`src/rtl/uart_tx_engine_if.sv`:
```
// Parallel-in / serial-out handshake bundle for the UART transmit engine.
// The data source sits on the master side and the engine sits on the slave side.
interface uart_tx_engine_if #(
  parameter int DATA_W = 8
) ();
  logic [DATA_W-1:0] P_DATA;
  logic              Data_Valid;
  logic              PAR_EN;
  logic              PAR_TYP;
  logic              STOP2;
  logic              TX_OUT;
  logic              busy;
  logic              done;

  modport master (
    output P_DATA, Data_Valid, PAR_EN, PAR_TYP, STOP2,
    input  TX_OUT, busy, done
  );

  modport slave (
    input  P_DATA, Data_Valid, PAR_EN, PAR_TYP, STOP2,
    output TX_OUT, busy, done
  );
endinterface

```
`src/rtl/uart_tx_engine.sv`:
```
// UART transmit engine: start bit, DATA_W data bits LSB-first, optional parity,
// one or two stop bits, each bit held for PRESCALE clk cycles.
//
// state    | meaning
// ---------+-----------------------------------------------------------
// S_IDLE   | line high, waiting for Data_Valid
// S_START  | start bit (low)
// S_DATA   | data bits from shift_q[0], LSB first
// S_PARITY | parity over the latched word (even or odd)
// S_STOP   | one or two stop bits (high); last cycle may launch next frame
module uart_tx_engine #(
  parameter int DATA_W   = 8,
  parameter int PRESCALE = 8
) (
  input  logic              clk,
  input  logic              rst_n,
  uart_tx_engine_if.slave   tx_if
);

  localparam int PS_W = (PRESCALE > 1) ? $clog2(PRESCALE) : 1;
  localparam int BC_W = (DATA_W > 1) ? $clog2(DATA_W) : 1;
  localparam logic [PS_W-1:0] PS_LAST = PS_W'(PRESCALE - 1);
  localparam logic [BC_W-1:0] BC_LAST = BC_W'(DATA_W - 1);

  typedef enum logic [2:0] {
    S_IDLE   = 3'd0,
    S_START  = 3'd1,
    S_DATA   = 3'd2,
    S_PARITY = 3'd3,
    S_STOP   = 3'd4
  } state_e;

  state_e              state_q, state_d;
  logic [PS_W-1:0]     ps_cnt_q, ps_cnt_d;
  logic [BC_W-1:0]     bit_cnt_q, bit_cnt_d;
  logic                stop_idx_q, stop_idx_d;
  logic [DATA_W-1:0]   shift_q, shift_d;
  logic                par_acc_q, par_acc_d;
  logic                par_en_q, par_en_d;
  logic                par_typ_q, par_typ_d;
  logic                stop2_q, stop2_d;
  logic                tx_q, tx_d;
  logic                busy_q, busy_d;
  logic                done_q, done_d;
  logic                bit_end;
  logic                launch;

  assign bit_end = (ps_cnt_q == PS_LAST);

  always_ff @(posedge clk or negedge rst_n) begin
    if (!rst_n) begin
      state_q    <= S_IDLE;
      ps_cnt_q   <= '0;
      bit_cnt_q  <= '0;
      stop_idx_q <= 1'b0;
      shift_q    <= '0;
      par_acc_q  <= 1'b0;
      par_en_q   <= 1'b0;
      par_typ_q  <= 1'b0;
      stop2_q    <= 1'b0;
      tx_q       <= 1'b1;
      busy_q     <= 1'b0;
      done_q     <= 1'b0;
    end else begin
      state_q    <= state_d;
      ps_cnt_q   <= ps_cnt_d;
      bit_cnt_q  <= bit_cnt_d;
      stop_idx_q <= stop_idx_d;
      shift_q    <= shift_d;
      par_acc_q  <= par_acc_d;
      par_en_q   <= par_en_d;
      par_typ_q  <= par_typ_d;
      stop2_q    <= stop2_d;
      tx_q       <= tx_d;
      busy_q     <= busy_d;
      done_q     <= done_d;
    end
  end

  always_comb begin
    state_d    = state_q;
    ps_cnt_d   = ps_cnt_q;
    bit_cnt_d  = bit_cnt_q;
    stop_idx_d = stop_idx_q;
    shift_d    = shift_q;
    par_acc_d  = par_acc_q;
    par_en_d   = par_en_q;
    par_typ_d  = par_typ_q;
    stop2_d    = stop2_q;
    launch     = 1'b0;

    if (state_q != S_IDLE) begin
      ps_cnt_d = bit_end ? '0 : ps_cnt_q + 1'b1;
    end

    case (state_q)
      S_IDLE:   launch = tx_if.Data_Valid;
      S_START:  if (bit_end) state_d = S_DATA;
      S_DATA: begin
        // parity accumulates as bits leave the shifter, so the word need not be kept
        if (bit_end) begin
          shift_d   = shift_q >> 1;
          par_acc_d = par_acc_q ^ shift_q[0];
          if (bit_cnt_q == BC_LAST) begin
            bit_cnt_d = '0;
            state_d   = par_en_q ? S_PARITY : S_STOP;
          end else begin
            bit_cnt_d = bit_cnt_q + 1'b1;
          end
        end
      end
      S_PARITY: if (bit_end) state_d = S_STOP;
      S_STOP: begin
        if (bit_end) begin
          if (stop_idx_q == stop2_q) begin
            state_d = S_IDLE;
            launch  = tx_if.Data_Valid;
          end else begin
            stop_idx_d = 1'b1;
          end
        end
      end
      default: begin
        state_d  = S_IDLE;
        ps_cnt_d = '0;
      end
    endcase

    // the done cycle may chain straight into the next frame's start bit
    if (launch) begin
      state_d    = S_START;
      ps_cnt_d   = '0;
      bit_cnt_d  = '0;
      stop_idx_d = 1'b0;
      shift_d    = tx_if.P_DATA;
      par_acc_d  = 1'b0;
      par_en_d   = tx_if.PAR_EN;
      par_typ_d  = tx_if.PAR_TYP;
      stop2_d    = tx_if.STOP2;
    end
  end

  // outputs are decoded from the next state so the registered line lines up with it
  always_comb begin
    case (state_d)
      S_START:  tx_d = 1'b0;
      S_DATA:   tx_d = shift_d[0];
      S_PARITY: tx_d = par_acc_d ^ par_typ_d;
      default:  tx_d = 1'b1;
    endcase
    busy_d = (state_d != S_IDLE);
    done_d = (state_d == S_STOP) && (stop_idx_d == stop2_d) && (ps_cnt_d == PS_LAST);
  end

  assign tx_if.TX_OUT = tx_q;
  assign tx_if.busy   = busy_q;
  assign tx_if.done   = done_q;

endmodule

```
`src/flat_wrapper.sv`:
```
// flat-port wrapper written by rule: the top's interface ports become plain ports
module uart_tx_engine_flat 
#(
  parameter int DATA_W   = 8,
  parameter int PRESCALE = 8
)
  (clk, rst_n, tx_if_P_DATA, tx_if_Data_Valid, tx_if_PAR_EN, tx_if_PAR_TYP, tx_if_STOP2, tx_if_TX_OUT, tx_if_busy, tx_if_done);
  uart_tx_engine_if #(.DATA_W(DATA_W)) tx_if_i ();
  input  logic clk;
  input  logic rst_n;
  input wire logic [$bits(tx_if_i.P_DATA)-1:0] tx_if_P_DATA;
  input wire logic [$bits(tx_if_i.Data_Valid)-1:0] tx_if_Data_Valid;
  input wire logic [$bits(tx_if_i.PAR_EN)-1:0] tx_if_PAR_EN;
  input wire logic [$bits(tx_if_i.PAR_TYP)-1:0] tx_if_PAR_TYP;
  input wire logic [$bits(tx_if_i.STOP2)-1:0] tx_if_STOP2;
  output wire logic [$bits(tx_if_i.TX_OUT)-1:0] tx_if_TX_OUT;
  output wire logic [$bits(tx_if_i.busy)-1:0] tx_if_busy;
  output wire logic [$bits(tx_if_i.done)-1:0] tx_if_done;
  assign tx_if_i.P_DATA = tx_if_P_DATA;
  assign tx_if_i.Data_Valid = tx_if_Data_Valid;
  assign tx_if_i.PAR_EN = tx_if_PAR_EN;
  assign tx_if_i.PAR_TYP = tx_if_PAR_TYP;
  assign tx_if_i.STOP2 = tx_if_STOP2;
  assign tx_if_TX_OUT = tx_if_i.TX_OUT;
  assign tx_if_busy = tx_if_i.busy;
  assign tx_if_done = tx_if_i.done;
  uart_tx_engine #(.DATA_W(DATA_W), .PRESCALE(PRESCALE)) u_core (.clk(clk), .rst_n(rst_n), .tx_if(tx_if_i));
endmodule
```
`config.mk`:
```
export PLATFORM = sky130hd
export DESIGN_NAME = uart_tx_engine_flat
export DESIGN_NICKNAME = d
export VERILOG_FILES = /design/src/rtl/uart_tx_engine_if.sv /design/src/rtl/uart_tx_engine.sv /design/src/flat_wrapper.sv
export SDC_FILE = /design/constraint.sdc
export NUM_CORES = 1
export LEC_CHECK = 0
export CAP_MARGIN = 20
export CORE_MARGIN = 5
export CORE_UTILIZATION = 50
export DETAILED_ROUTE_END_ITERATION = 12
export PLACE_DENSITY = 0.74
export REMOVE_ABC_BUFFERS = 1
export SLEW_MARGIN = 20
export SYNTH_ARGS = -nofsm -noshare
export SYNTH_HDL_FRONTEND = slang
export SYNTH_SLANG_ARGS = --single-unit
```
`constraint.sdc`:
```
create_clock -name clk -period 2.7 [get_ports clk]
set_input_delay 0.405 -clock clk [delete_from_list [all_inputs] [get_ports clk]]
set_output_delay 0.405 -clock clk [all_outputs]
set_load 0.02 [all_outputs]
```
# Word-level counts from Yosys, hierarchy flattened
# Index checks and enable logic that the tools add are counted.
# op_classes
addsub	2
multipliers	0
n_div	0
magnitude_cmp	0
n_eq_ne	13
shifts	0
mux	33
bitwise_logic	2
reduce_logical	9
# op_table
operator	count
3-bit two-way mux	16
8-bit two-way mux	3
3-bit equality test, second input constant	5
3-bit case mux with 5 select lines	1
3-bit by 2-bit equality test with 1-bit output, second input constant	4
1-bit two-way mux	11
3-bit by 1-bit adder with 3-bit output, second input constant	2
3-bit by 1-bit equality test with 1-bit output, second input constant	2
3-bit nonzero test	2
5-bit OR reduction	1
2-bit nonzero test	2
3-bit zero test	1
1-bit case mux with 3 select lines	1
1-bit equality test	2
1-bit logical AND	2
1-bit case mux with 2 select lines	1
2-bit AND reduction	1
1-bit XOR	2
# totals
regBits	25
latchBits	0
ramBits	0
rom_bits	0
input_bits	14
elab_cells	72
n_memories	0

# Longest topological paths before layout
# logic_depth
depth_word	8
depth_mapped	8
mapped_depth_nobuf	7

# Worst setup path before layout
# No wires, ideal clock.
# synth_timing
path_kind	register to register
start	reg u_core.ps_cnt_q[0]
end	reg u_core.done_q, in the netlist u_core.tx_if.done
setup_time_ns	0.111
t_arrival_ns	2.055
setup_slack_ns	0.534
path_stages_with_launch	9
period_less_slack_ns	2.166
path_cell_list	dfrtp_1 > ha_1 > ha_1 > nor2b_1 > o211a_1 > buf_6 > mux2_4 > xor2_1 > a2111oi_2
# synth_between
elab_chain_len	7
# synth_lines
element	line_no	rtl
from (decl)	uart_tx_engine.sv:34	logic [PS_W-1:0] ps_cnt_q, ps_cnt_d;
from (signal assigned)	uart_tx_engine.sv:66	ps_cnt_q <= ps_cnt_d;
3-bit equality test	uart_tx_engine.sv:48	assign bit_end = (ps_cnt_q == PS_LAST);
1-bit two-way mux	uart_tx_engine.sv:114	if (bit_end) begin
1-bit case mux with 2 select lines	uart_tx_engine.sv:96	case (state_q)
1-bit two-way mux	uart_tx_engine.sv:130	if (launch) begin
named net u_core.stop2_d	uart_tx_engine.sv:41	logic stop2_q, stop2_d;
1-bit equality test	uart_tx_engine.sv:152	done_d = (state_d == S_STOP) && (stop_idx_d == stop2_d) && (ps_cnt_d == PS_LAST);
1-bit logical AND (2 in series)	uart_tx_engine.sv:152	
named net u_core.done_d	uart_tx_engine.sv:44	logic done_q, done_d;
to (signal assigned)	uart_tx_engine.sv:76	done_q <= done_d;
to (decl)	uart_tx_engine.sv:44	
# The timed path passes the listed nets, and every way through them passes these cells.
# A chain may end at the register's enable or synchronous reset.

# Worst setup path in the final report
# Same ends and word-level chain as after synthesis.

==> summary.md <==
| Metric | Value |
|---|---|
| Crit path launch type | `flop` |
| TritonRoute pass-1 iters | `4` |
| Sequential cell area fraction in the yosys report | `49.0%` |
| Highest-count cells in the layout ignoring fill and taps | `dfrtp_1 (24), nor2_1 (18), clkdlybuf4s50_1 (16)` |
| # rows | `18` |
| Setup CP Type | `reg -> reg` |
| CP max stage cell | `dfrtp_1` |
| DRT Wirelength | `2730 um` |
| DRT iter0 DRCs | `43` |
| Via/cell ratio | `between 5 and 6` |
| Final Cell Area | `0.00150 mm^2` |
| R2r endpoint | `u_core.tx_if.done` |
| I/O Buffers | `16` |
| Syn Area/Cell | `9.84 um^2` |
| Worst-skew pair later-pin latency | `310 ps` |
| First-pass GRT wire length | `4840 um` |
| Yosys warnings | `0` |
| Number of global-route vias before repair | `roughly 1100` |
| Fmax | `398 MHz` |
| Area Overhead vs Synth | `16.9%` |
| CP Max Fanout | `10` |
| Cell variety after synth | `41` |
| Clock power share | `12.2%` |
| Number of fill cells | `219` |
| Post-synth EDFFs | `0` |
| Setup Skew | `2.00 ps` |
| Share of cells above drive strength 1 | `under 10%` |
| Launch point of the worst reg-to-reg path | `u_core.ps_cnt_q[0]` |
| Synth Cell Area | `between 0.001 and 0.0015 mm^2` |
| Switching Fraction | `approximately two fifths` |
| Storage element area | `627 um^2` |
| Initial core utilization | `52.1%` |
| Async S/R FF share, synth | `100%` |
| Postcts setup bufs | `0` |
| Synth Register Bits | `25` |
| CTS tree | `built` |
| Required @ worst endpoint | `~2900 ps` |
| Leakage power | `a little under 0.7 nW` |
| Die area | `0.00367 mm^2` |
| Internal power | `~0.84 mW` |
| Reg2Reg Depth | `7` |
| Slew Viols, Final | `0` |
| Top_reg_cell synth | `dfrtp_1` |
| Maximum vdd drop | `approximately 0.67 mV` |
| Nets | `approximately 170` |
| Final antenna-violating net count | `0` |
| Clk slew on worst S/H paths | `between 100 and 150 ps` |
| Worst hold path type | `in -> async` |
| Worst EP arrival | `2720 ps` |
| Fin crit share | `93.0%` |
| Crit-path cells | `ha_1 > ha_1 > nor2b_1 > o211a_1 > mux2_4 > xor2_1 > a2111oi_2` |
| Root buffer cell | `clkbuf_4` |
| Critical path endpoint category | `flop` |
| Fin. Hold Viols | `0` |
| Via Count | `1033` |
| Crit-path most repeated cell | `ha_1` |
| DIE HEIGHT | `60.6 um` |
| Grt total ovfl | `0` |
| Psw | `0.542 mW` |
| Placeable Area | `between 0.002 and 0.0025 mm^2` |
| # diodes | `0` |
| WL per Instance | `about 15 um` |
| Worst slew pin tran | `roughly 560 ps` |
| DP HPWL | `2050 um` |
| H-tree Lvls | `1` |
| Max-cap viol count | `0` |
| Max Root-Sink Buffers | `2` |
| Slowest stage delay, CP | `450 ps` |
| GRT Total Usage | `17.4%` |
| Logic pwr share | `between 40% and 50%` |
| CTS Hold Buffers Added | `0` |
| Die width | `60.6 um` |
| Initial antenna violation count | `0` |
| Multi-input gate area | `just under 600 um^2` |
| Commonest non-fill, non-tap cell in the layout | `dfrtp_1` |
| Min Tclk post-route | `between 2000 and 3000 ps` |
| CTS Buf Count | `3` |
| R2r setup slk | `190 ps` |
| RePlAce Congestion | `0.867` |
| CTS resizes | `0` |
| Area after DPL | `0.00147 mm^2` |
| Outcome | `completed` |
| Total negative setup slack | `0 ps` |
| Syn Inst Count | `130` |
| Largest net degree at the start of global routing | `16` |
| Reg power frac | `46.3%` |
| DRC | `0` |
| Setup Viol. Count Final | `0` |
| Power density cells | `926 mW/mm^2` |
| Slew Limit Headroom | `between 60% and 70%` |
| I/O pin count | `17` |
| Unrepaired setup endpoints after global routing | `false` |
| Clock Sinks | `25` |
[critical path, delay by kind of cell (launching register included)]
family	cells	cell delay, ps
AOI/OAI and AO/OA	2	760
xor gates and xnor gates	1	160
adders and majority gates	2	420
DFF	1	450
muxes	1	340
and+or+nand+nor	1	270
[flip-flops by register name, indices dropped and copies added, names as in the netlist]
register	cells
u_core.tx_if.done	1
u_core.state_q	3
u_core.tx_if.busy	1
u_core.par_en_q	1
u_core.bit_cnt_q	3
u_core.par_typ_q	1
u_core.tx_if.TX_OUT	1
u_core.stop_idx_q	1
u_core.par_acc_q	1
u_core.ps_cnt_q	3
u_core.shift_q	8
u_core.stop2_q	1
[power by group through the flow]
stage / sequential [mW] / clock [mW] / combinational, mW
3_3_place_gp: 0.639 / 0 / 0.546
5_1_grt: 0.662 / 0.190 / 0.656
6_report: 0.641 / 0.169 / 0.574
3_5_place_dp: 0.646 / 0 / 0.575
2_1_floorplan: 0.632 / 0 / 0.395
4_1_cts: 0.638 / 0.175 / 0.576
[final cells by class]
cell class                      count  share of cell area (%)
Inverter                            7                    1.76
Sequential cell                    25                    41.9
Tap cell                           30                    2.51
Timing Repair Buffer               20                    12.7
Multi-Input combinational cell     91                    39.3
Clock buffer                        4                    1.76
[worst max-delay path by stage]
stage / start / to / slack [ps] / cells after the start
after global routing: u_core.ps_cnt_q[0] / u_core.tx_if.done / 1 / 7
after CTS: u_core.ps_cnt_q[0] / u_core.tx_if.done / 220 / 7
after global placement: u_core.ps_cnt_q[0] / u_core.tx_if.done / 420 / 7
after floorplan: u_core.state_q[1] / u_core.tx_if.done / 530 / 5
after detailed placement: u_core.ps_cnt_q[0] / u_core.tx_if.done / 270 / 7
final: u_core.ps_cnt_q[0] / u_core.tx_if.done / 190 / 7
[synth_stat cells (2+ instances only)]
master | n | area [um^2]
nand2_1 | 15 | 56.3
a21oi_1 | 3 | 15.0
o211ai_1 | 2 | 15.0
and4bb_1 | 3 | 37.5
ha_1 | 6 | 75.1
o31ai_1 | 2 | 15.0
nand3_1 | 5 | 25.0
inv_1 | 6 | 22.5
buf_2 | 3 | 15.0
nor2_1 | 18 | 67.6
a31oi_1 | 2 | 12.5
dfrtp_1 | 24 | 601
clkbuf_1 | 3 | 11.3
o21ai_0 | 5 | 25.0
nor3_1 | 2 | 10.0
o22ai_1 | 6 | 37.5
[metal layers]
metal / part of all wire (%) / GRT usage (%) / wire [um]
met3: 3.7 / 2.34 / 100
met5: 0 / 0 / 0
met2: 51 / 29.5 / 1390
met4: 1.1 / 5.88 / 31
met1: 44 / 22.9 / 1210
[cell families after synthesis]
| kind of cell | after synthesis | share of synthesized area (%) |
|---|---|---|
| adders and majority gates | 6 | 5.87 |
| AOI/OAI and AO/OA | 30 | 16.1 |
| buffers and inverters | 14 | 4.99 |
| and+or+nand+nor | 50 | 19.8 |
| DFF | 25 | 49.0 |
| xor gates and xnor gates | 2 | 1.37 |
| muxes | 3 | 2.84 |
[stage by stage]
stage          hold slack [ps]  utilization [%]  setup WS, ps  total power, mW  cells
6_report                   423             60.9           188             1.38    177
5_1_grt                    455             60.9          1.17             1.51    177
4_1_cts                    426             60.9           221             1.39    177
3_5_place_dp               485             59.8           265             1.22    173
3_3_place_gp               483             59.8           418             1.19    173
2_1_floorplan              109                -           530             1.03    123
No activity file was read; power rests on OpenSTA's default activity.
